==> config.mk <==
export PLATFORM = sky130hd
export DESIGN_NAME = adc_phase_gen
export DESIGN_NICKNAME = d
export VERILOG_FILES = /design/src/rtl/adc_phase_gen.sv
export SDC_FILE = /design/constraint.sdc
export NUM_CORES = 1
export LEC_CHECK = 0
export ABC_AREA = 1
export CAP_MARGIN = 20
export CELL_PAD_IN_SITES_DETAIL_PLACEMENT = 1
export CELL_PAD_IN_SITES_GLOBAL_PLACEMENT = 2
export CORE_MARGIN = 2
export CORE_UTILIZATION = 37
export CTS_BUF_LIST = sky130_fd_sc_hd__clkbuf_4 sky130_fd_sc_hd__clkbuf_8
export DETAILED_ROUTE_END_ITERATION = 10
export GPL_TIMING_DRIVEN = 0
export PLACE_DENSITY = 0.86
export SYNTH_ARGS = -nofsm -noshare
export SYNTH_HDL_FRONTEND = slang
export SYNTH_SLANG_ARGS = --single-unit
==> constraint.sdc <==
create_clock -name refclk -period 4.4 [get_ports refclk]
set_input_delay 1.32 -clock refclk [delete_from_list [all_inputs] [get_ports refclk]]
set_output_delay 1.32 -clock refclk [all_outputs]
set_load 0.05 [all_outputs]
==> src/rtl/adc_phase_gen.sv <==
// adc_phase_gen: multi-phase clock divider off a single reference clock.
// A settle interval follows every reconfiguration. After it, NUM_CLKS
// divided clocks run, either evenly spaced or all aligned. Each clock has
// a strobe that marks its rising edge.
module adc_phase_gen #(
  parameter int unsigned NUM_CLKS    = 4,
  parameter int unsigned DIV_W       = 8,
  parameter int unsigned DEFAULT_DIV = 10,
  parameter int unsigned LOCK_CYCLES = 16
) (
  input  logic                refclk,
  input  logic                rst,
  input  logic                cfg_valid,
  output logic                cfg_ready,
  input  logic [DIV_W-1:0]    cfg_div,
  input  logic                cfg_mode,
  output logic                cfg_err,
  output logic [NUM_CLKS-1:0] outclk,
  output logic [NUM_CLKS-1:0] clk_en,
  output logic                locked
);

  localparam int unsigned LOG2N = (NUM_CLKS > 1) ? $clog2(NUM_CLKS) : 0;
  localparam int unsigned PW    = DIV_W + 3;
  localparam int unsigned SCW   = (LOCK_CYCLES > 1) ? $clog2(LOCK_CYCLES) : 1;

  // Reject parameter sets that cannot produce a legal waveform
  if (!(NUM_CLKS == 1 || NUM_CLKS == 2 || NUM_CLKS == 4 || NUM_CLKS == 8)) begin : g_bad_num_clks
    $error("adc_phase_gen: NUM_CLKS must be 1, 2, 4 or 8");
  end
  if (DEFAULT_DIV < 2 || DEFAULT_DIV < NUM_CLKS) begin : g_bad_default_div
    $error("adc_phase_gen: DEFAULT_DIV must be >= 2 and >= NUM_CLKS");
  end
  if (LOCK_CYCLES < 1) begin : g_bad_lock_cycles
    $error("adc_phase_gen: LOCK_CYCLES must be >= 1");
  end

  typedef enum logic {SETTLE, LOCKED} state_t;

  state_t           state_q;
  logic [DIV_W-1:0] div_q;
  logic             mode_q;
  logic [DIV_W-1:0] cnt_q;
  logic [SCW-1:0]   settle_q;
  logic [DIV_W-1:0] off_q    [NUM_CLKS];

  logic [PW-1:0]       prod_c    [NUM_CLKS];
  logic [DIV_W-1:0]    off_calc_c[NUM_CLKS];
  logic [DIV_W-1:0]    off_use_c [NUM_CLKS];
  logic [DIV_W-1:0]    ph_c      [NUM_CLKS];
  logic [DIV_W-1:0]    cnt_use_c;
  logic [DIV_W-1:0]    cnt_nxt_c;
  logic [NUM_CLKS-1:0] oc_c;
  logic [NUM_CLKS-1:0] ce_c;
  logic                cfg_ok_c;
  logic                settle_done_c;

  // Per-channel offsets for the active configuration; the widened product cannot overflow
  always_comb begin
    for (int k = 0; k < NUM_CLKS; k++) begin
      prod_c[k]     = PW'(k) * PW'(div_q);
      off_calc_c[k] = mode_q ? '0 : DIV_W'(prod_c[k] >> LOG2N);
    end
  end

  // Next-cycle waveform values. The last settle cycle evaluates the cnt=0 point,
  // so the first locked cycle already shows the channel-0 rising edge.
  always_comb begin
    cnt_use_c = (state_q == SETTLE) ? '0 : cnt_q;
    cnt_nxt_c = (cnt_use_c == div_q - DIV_W'(1)) ? '0 : cnt_use_c + DIV_W'(1);
    oc_c      = '0;
    ce_c      = '0;
    for (int k = 0; k < NUM_CLKS; k++) begin
      off_use_c[k] = (state_q == SETTLE) ? off_calc_c[k] : off_q[k];
      ph_c[k]      = (cnt_use_c >= off_use_c[k]) ? (cnt_use_c - off_use_c[k])
                                                 : (cnt_use_c + div_q - off_use_c[k]);
      oc_c[k]      = (ph_c[k] < (div_q >> 1));
      ce_c[k]      = (ph_c[k] == '0);
    end
  end

  // Request legality and settle completion
  always_comb begin
    cfg_ok_c      = (cfg_div >= DIV_W'(2)) && (cfg_div >= DIV_W'(NUM_CLKS));
    settle_done_c = (settle_q == SCW'(LOCK_CYCLES - 1));
  end

  // Settle/locked state machine with the configuration, period counter and registered outputs
  always_ff @(posedge refclk) begin
    if (rst) begin
      state_q   <= SETTLE;
      div_q     <= DIV_W'(DEFAULT_DIV);
      mode_q    <= 1'b0;
      cnt_q     <= '0;
      settle_q  <= '0;
      for (int k = 0; k < NUM_CLKS; k++) off_q[k] <= '0;
      outclk    <= '0;
      clk_en    <= '0;
      locked    <= 1'b0;
      cfg_ready <= 1'b0;
      cfg_err   <= 1'b0;
    end else begin
      cfg_err <= 1'b0;
      case (state_q)
        SETTLE: begin
          cnt_q <= '0;
          for (int k = 0; k < NUM_CLKS; k++) off_q[k] <= off_calc_c[k];
          if (settle_done_c) begin
            state_q   <= LOCKED;
            settle_q  <= '0;
            cnt_q     <= cnt_nxt_c;
            outclk    <= oc_c;
            clk_en    <= ce_c;
            locked    <= 1'b1;
            cfg_ready <= 1'b1;
          end else begin
            settle_q  <= settle_q + SCW'(1);
            outclk    <= '0;
            clk_en    <= '0;
            locked    <= 1'b0;
            cfg_ready <= 1'b0;
          end
        end
        LOCKED: begin
          if (cfg_valid && cfg_ready && cfg_ok_c) begin
            // Accepted request: restart from a clean settle interval
            state_q   <= SETTLE;
            div_q     <= cfg_div;
            mode_q    <= cfg_mode;
            cnt_q     <= '0;
            settle_q  <= '0;
            outclk    <= '0;
            clk_en    <= '0;
            locked    <= 1'b0;
            cfg_ready <= 1'b0;
          end else begin
            // Keep running; a rejected request only raises the error pulse
            if (cfg_valid && cfg_ready) cfg_err <= 1'b1;
            cnt_q  <= cnt_nxt_c;
            outclk <= oc_c;
            clk_en <= ce_c;
          end
        end
        default: state_q <= SETTLE;
      endcase
    end
  end

endmodule

==> results.tsv, run 1 <==
stage	metric	value	unit
power	Comb power frac	3.0	%
sta	final setup margin	0.253	ns
placement	DP Wirelength	14700	um
yosys	most frequent cells after synthesis	193 x nand2_1, 118 x inv_1, 93 x ha_1	
power	net switching power	0.184	mW
floorplanning	Die Span Y	127	um
clocking	Sinks on Clock Net	47	
yosys	Seq/Total Area, Yosys	19.5	%
yosys	post-synthesis mux area share	0	%
cells_and_area	Register Area	1100	um2
sta	Final min period	4.15	ns
sta	Period Utilization, post-route	94.3	%
power	Leakage	3.42	nW
sta	Slew Limit Fails	0	
floorplanning	Initial Util	38.2	%
cells_and_area	Area Growth Syn to Fin	17.8	%
detailed_routing	via count	5571	
sta	skew final	0.00964	ns
yosys	largest family of logic cells by synthesized area	simple AND/OR/NAND/NOR gates	
global_routing	vias in the first global route	5645	
yosys	syn_area_per_cell	6.90	um2
cells_and_area	Filler Cells Inserted	1874	
floorplanning	core area	14600	um2
yosys	Post-synth EDFFs	15	
placement	PortBufs	22	
yosys	post-synth top area cell	ha_1	
floorplanning	DIE AREA	16100	um2
yosys	Net Count, Synth	925	
placement	Setup Slack @ Placement	-0.503	ns
sta	Final Hold Vio Count	0	
setup_path	critical path class	reg -> reg	
setup_path	Startpoint Class	flop	
cells_and_area	ant diodes	0	
setup_path	Crit. End Element	flop	
clocking	CTS clk-pin slew, worst paths	0.10	ns
global_routing	total grt overflow	0	
flow_run	Max Cap Viol	0	
detailed_routing	vias per cell	5.26	
yosys	post-synthesis xor/xnor area fraction	6.26	%
power	Power per Cell Area	116	nW/um2
sta	RSZ-0062 raised after global routing	true	
power	clock network fraction of total power	38.0	%
sta	Fmax achieved	241	MHz
detailed_routing	wire per inst	17.9	um
yosys	Post-synth top flop	dfxtp_1	
clocking	CTS Buffer Depth	2	
cells_and_area	Final nets	987	
yosys	compound-gate portion of the synthesized area	14.0	%
detailed_routing	first-pass detailed-route iteration total	5	
global_routing	GR Util All Layers	23.7	%
yosys	top post-synthesis cells by area	ha_1 21%, nand2_1 13%, dfxtp_1 11%	
power	Seq pwr share	59.0	%
cells_and_area	multi-input logic area	4120	um2
setup_path	crit path max fanout	10	
yosys	adder and majority gate portion of the synthesized area	23.6	%
yosys	Yosys cell types	45	
detailed_routing	Final ANT Viol Nets	0	
yosys	Yosys top cell area share	20.8	%
min_path	min-delay worst type	reg -> reg	
yosys	Mapped Area	5600	um2
detailed_routing	wirelength, routed	19000	um
yosys	count leader, synth	nand2_1	
power	peak supply drop	0.000158	V
sta	Setup Viol. Count Final	0	
power	switch share	24.1	%
detailed_routing	DRC errors left	0	
clocking	clock root buffer	clkbuf_8	
setup_path	Worst Path Required	4.68	ns
yosys	cell count after synthesis	812	
floorplanning	Die X	127	um
yosys	Synth async-reset ratio	0	%
placement	gp weighted congestion	0.894	
clocking	number of CTS-inserted buffers	5	
power	total power	0.763	mW
yosys	Yosys reg bits	47	
sta	Final Hold Slack	0.492	ns
placement	DP Area	6050	um2
yosys	Post-Synth Simple-Gate Area	26.9	%
clocking	H-tree levels	2	
detailed_routing	DR iter-0 viols	278	
setup_path	critical path arrival	4.43	ns
clocking	Worst-Skew Late Latency	0.32	ns
global_routing	initial antenna violation count	0	
status	status	completed	
yosys	Synth Warn #	0	
global_routing	first-pass GRT wire length	29700	um
cells_and_area	final instance area	6590	um2
sta	Worst-Margin Slew	0.884	ns
clocking	CTS tree	yes	
floorplanning	Boundary Pins	23	
floorplanning	row count	44	
sta	Rel. slew slack	41.1	%
power	internal power	0.579	mW
cells_and_area	share of cells above drive strength 1	13.1	%
global_routing	largest net degree at the start of global routing	17	
==> per-stage QoR <==
step | instances | util, % | TNS, ns
floorplan | 812 | - | 0
global placement | 1018 | 41.3 | -0.269
detailed placement | 1019 | 41.3 | -0.667
CTS | 1037 | 42.8 | 0
global route | 1059 | 45.0 | -0.0465
finish | 1059 | 45.0 | 0
==> cells by family after synthesis <==
family,count (synthesis)
AO/OA/AOI/OAI,139
AND/OR/NAND/NOR,350
adder cells (fa/ha/maj),101
buffers and inverters,135
XOR/XNOR,40
flip-flops,47
==> layer usage <==
metal | track usage [%] | vias up | routed length (um)
li1 | - | 2792 | -
met1 | 31.7 | 2667 | 8570
met2 | 39.4 | 82 | 8990
met3 | 3.43 | 30 | 868
met4 | 8.02 | 0 | 519
met5 | 0 | - | 0
==> registers in the layout (all words and copies together), names as in the netlist <==
register  cells
cfg_err       1
outclk        4
state_q       1
locked        1
div_q         8
off_q        15
clk_en        4
cnt_q         8
settle_q      4
mode_q        1
==> power by group through the flow <==
stage	logic (mW)	registers (mW)	clock network (mW)
final	0.0228	0.450	0.290
after detailed placement	0.0230	0.462	0
after global placement	0.0218	0.462	0
after global routing	0.0262	0.451	0.312
after floorplan	0.00886	0.462	0
after CTS	0.0231	0.451	0.298
==> critical path, stage by stage (launching register included) <==
cell and delay (ns):
dfxtp_1 0.32, buf_6 0.15, buf_6 0.16, nand2_1 0.21
clkinvlp_4 0.21, ha_1 0.41, a21oi_1 0.20, nand2_1 0.15
xor2_2 0.21, ha_1 0.40, nand3_1 0.10, nand2_1 0.12
nand2_1 0.07, nand2_1 0.07, a21oi_1 0.08, or2_2 0.27
nand3_1 0.07, nand2_1 0.09, ha_1 0.30, inv_1 0.07
nor2_1 0.04, nor2_1 0.09, nand2_1 0.06, a21oi_1 0.13
nand2_1 0.07, inv_1 0.05
==> cell type report <==
type	instances	area share (%)
clock inverter	2	0.190
clock buffer	6	1.16
timing repair buffer	55	7.06
sequential	47	16.7
buffer	12	1.35
inverter	123	7.51
tap	184	3.49
multi-input combinational	630	62.5
==> cells in the final DEF, fill, tap and decap left out, drive strengths merged, types with 6 or more instances in the layout <==
cell           instances
a21oi                 66
clkinvlp               9
inv                  114
o211ai                 7
nor2                  61
or2                   13
nand4                  8
nand2                197
edfxtp                15
clkbuf                11
xnor2                 14
xor2                  26
dfxtp                 32
o21ai                 42
buf                   40
ha                    93
nor3                  15
clkdlybuf4s50         22
nand3                 49
fa                     8
a21boi                 6
==> final timing paths <==
check / to / slack, ns / depth (start not counted) / startpoint
max reg2reg: outclk[3] / 0.25 / 25 / state_q
max: outclk[3] / 0.25 / 25 / state_q
min reg2reg: settle_q[1] / 0.49 / 2 / settle_q[1]
min: settle_q[1] / 0.49 / 2 / settle_q[1]
==> timing repair <==
item | in CTS | in global routing
buffers inserted | 10 | 22
resized for setup | 14 | 38
pin swaps | 0 | 2
hold buffers | 0 | 0
endpoints found under the setup margin | 3 | 3
No activity file was read; power rests on OpenSTA's default activity.
==> inputs of run 2 (changes only) <==
--- a/config.mk
+++ b/config.mk
@@ -15,6 +15,7 @@
 export DETAILED_ROUTE_END_ITERATION = 10
 export GPL_TIMING_DRIVEN = 0
 export PLACE_DENSITY = 0.86
+export SLEW_MARGIN = 25
 export SYNTH_ARGS = -nofsm -noshare
 export SYNTH_HDL_FRONTEND = slang
 export SYNTH_SLANG_ARGS = --single-unit
==> run 2 against run 1 <==
  * Setup slack gained 0.034 ns
  * Sequential power about the same
  * Clock power shrank 2%
  * Utilization down 0.26 points
  * Sequential share of layout area increased by 0.11 points
  * Critical path depth decreased by 4
  * Critical endpoint is now outclk[1]
==> results.tsv, run 2 (synthesized netlist as in run 1, its figures left out) <==
stage	metric	value	unit
cells_and_area	Largest Register	off_q	
setup_path	Worst path max stage delay	0.78	ns
placement	Cells after DPL	1018	
clocking	CTS tree	yes	
floorplanning	core area	14600	um2
detailed_routing	DRC errors left	0	
cells_and_area	Largest regs	off_q: 15 flops, cnt_q: 8 flops, div_q: 8 flops	
clocking	CTS clk-pin slew, worst paths	0.10	ns
setup_path	critical path's most frequent cell	nand2_1	
sta	Period Utilization, post-route	93.5	%
power	Leakage	3.40	nW
sta	Fmax achieved	243	MHz
detailed_routing	Highest Signal Layer	met4	
global_routing	first-pass GRT wire length	29500	um
sta	Rel. slew slack	40.1	%
global_routing	initial antenna violation count	0	
sta	RSZ-0062 raised after global routing	true	
power	Comb power frac	3.0	%
setup_path	crit path cell chain	buf_6 -> buf_6 -> clkbuf_1 -> a22oi_1 -> ha_1 -> nand2_1 -> nand2_1 -> nand2_1 -> nand2_1 -> nor2_1 -> nand2_1 -> buf_6 -> o21ai_0 -> ha_1 -> nand2_1 -> nand2_1 -> nand2_1 -> nand2_1 -> nand2_1 -> nand2_1 -> a21oi_1	
floorplanning	DIE AREA	16100	um2
clocking	number of CTS-inserted buffers	5	
global_routing	largest net degree at the start of global routing	17	
detailed_routing	vias per cell	5.27	
setup_path	WP buf/inv	4	
min_path	Worst Hold End	settle_q[1]	
cells_and_area	most common cell after layout, fill and taps aside	nand2_1	
detailed_routing	Final ANT Viol Nets	0	
setup_path	FF-to-FF End	outclk[1]	
global_routing	vias in the first global route	5638	
power	internal power	0.579	mW
global_routing	total grt overflow	0	
sta	Setup Viol. Count Final	0	
cells_and_area	post-route insts no fill	1055	
floorplanning	Initial Util	38.2	%
cells_and_area	ant diodes	0	
setup_path	crit path max fanout	10	
floorplanning	Die X	127	um
detailed_routing	Metal-1 WL	8370	um
min_path	min-delay worst type	reg -> reg	
setup_path	worst reg2reg path startpoint	state_q	
floorplanning	row count	44	
detailed_routing	first-pass detailed-route iteration total	4	
setup_path	Startpoint Class	flop	
detailed_routing	wire length on met2	9120	um
setup_path	critical path arrival	4.34	ns
flow_run	Max Cap Viol	0	
sta	Setup TNS Final	0	ns
detailed_routing	met3 routed WL	970	um
sta	skew final	0.0130	ns
clocking	CTS Buffer Depth	2	
power	switch share	23.5	%
sta	Slew Limit Fails	0	
placement	PortBufs	22	
detailed_routing	wire per inst	17.9	um
detailed_routing	DR iter-0 viols	274	
cells_and_area	Area Growth Syn to Fin	17.1	%
cells_and_area	max FFs per register	15	
sta	Worst-Margin Slew	0.898	ns
global_routing	GR Util All Layers	23.6	%
cells_and_area	commonest cells after routing, fill and taps aside	191 x nand2_1, 106 x inv_1, 87 x ha_1, 63 x a21oi_1, 59 x nor2_1	
sta	final setup margin	0.287	ns
setup_path	Register-to-Register Path Depth	21	
detailed_routing	via count	5558	
min_path	Min-Delay Startpoint	settle_q[1]	
setup_path	Crit. End Element	flop	
placement	Setup Slack @ Placement	-0.457	ns
floorplanning	Boundary Pins	23	
cells_and_area	Final nets	983	
setup_path	Top delay family on crit path	compound AO/OA/AOI/OAI gates	
setup_path	R2R Setup Slk	0.29	ns
placement	DP Wirelength	14700	um
floorplanning	Die Span Y	127	um
sta	Final Hold Vio Count	0	
clocking	H-tree levels	2	
status	status	completed	
placement	gp weighted congestion	0.894	
cells_and_area	share of cells above drive strength 1	12.5	%
clocking	clock root buffer	clkbuf_8	
power	clock network fraction of total power	37.6	%
power	Seq pwr share	59.4	%
power	net switching power	0.178	mW
min_path	Hold Crit Depth	2	
setup_path	Worst Path Required	4.63	ns
clocking	Worst-Skew Late Latency	0.32	ns
setup_path	critical path class	reg -> reg	
power	peak supply drop	0.000154	V
power	Power per Cell Area	116	nW/um2
detailed_routing	wirelength, routed	18900	um
sta	Final min period	4.11	ns
clocking	Sinks on Clock Net	47	
setup_path	Slowest-stage cell, CP	a22oi_1	
run 2: cell count changes in the layout (fill, tap and decap cells not counted), sizes merged:
cell,delta
buf,-4
run 2: worst max-delay path by stage:
stage	from	to	slack (ns)	depth (start not counted)
6_report	state_q	outclk[1]	0.29	21
5_1_grt	div_q[3]	outclk[3]	-0.04	28
3_5_place_dp	div_q[2]	outclk[3]	-0.46	30
3_3_place_gp	div_q[2]	outclk[3]	-0.26	30
4_1_cts	div_q[2]	outclk[3]	0.03	30
2_1_floorplan	div_q[2]	outclk[3]	0.59	30
run 2: through the flow:
| step | util (%) | area (um2) | hold WS [ns] | power (mW) |
|---|---|---|---|---|
| 2_1_floorplan | - | 5600 | 0.450 | 0.470 |
| 3_3_place_gp | 41.3 | 6050 | 0.470 | 0.484 |
| 3_5_place_dp | 41.3 | 6050 | 0.483 | 0.485 |
| 4_1_cts | 42.5 | 6230 | 0.498 | 0.770 |
| 5_1_grt | 44.8 | 6560 | 0.520 | 0.788 |
| 6_report | 44.8 | 6560 | 0.491 | 0.758 |
run 2: final cells by class:
class / instances / area [um2]
well taps: 184 / 230
clock inverters: 2 / 12.5
fillers: 1907 / 8090
inverters: 123 / 495
plain buffers: 12 / 88.8
repair buffers: 51 / 438
clock buffers: 6 / 76.3
flip-flops and latches: 47 / 1100
multi-input cells: 630 / 4110
run 2: power by group through the flow:
stage / Clock (mW) / Combinational [mW] / Sequential (mW)
global placement: 0 / 0.0218 / 0.462
global route: 0.310 / 0.0265 / 0.451
finish: 0.285 / 0.0228 / 0.450
CTS: 0.296 / 0.0229 / 0.451
floorplan: 0 / 0.00886 / 0.462
detailed placement: 0 / 0.0229 / 0.462
run 2: metal layers:
layer  vias to the layer above  track usage [%]
met5                         -                0
met4                         0             5.88
met3                        29             3.10
met2                        89             41.2
met1                      2661             30.9
li1                       2779                -
run 2: what timing repair did:
action                     4_1_cts  5_1_grt
gates resized for setup         12       39
pin swaps                        0        1
setup endpoints to repair        3        4
setup buffers                    8       21
hold buffers                     0        0
run 2: worst reg2reg max path, stage by stage (launching register included):
cell and delay, ns:
dfxtp_1 0.32, buf_6 0.15, buf_6 0.16, clkbuf_1 0.23, a22oi_1 0.78, ha_1 0.43
nand2_1 0.09, nand2_1 0.07, nand2_1 0.06, nand2_1 0.05, nor2_1 0.19, nand2_1 0.14
buf_6 0.17, o21ai_0 0.34, ha_1 0.31, nand2_1 0.07, nand2_1 0.05, nand2_1 0.05
nand2_1 0.05, nand2_1 0.06, nand2_1 0.05, a21oi_1 0.22
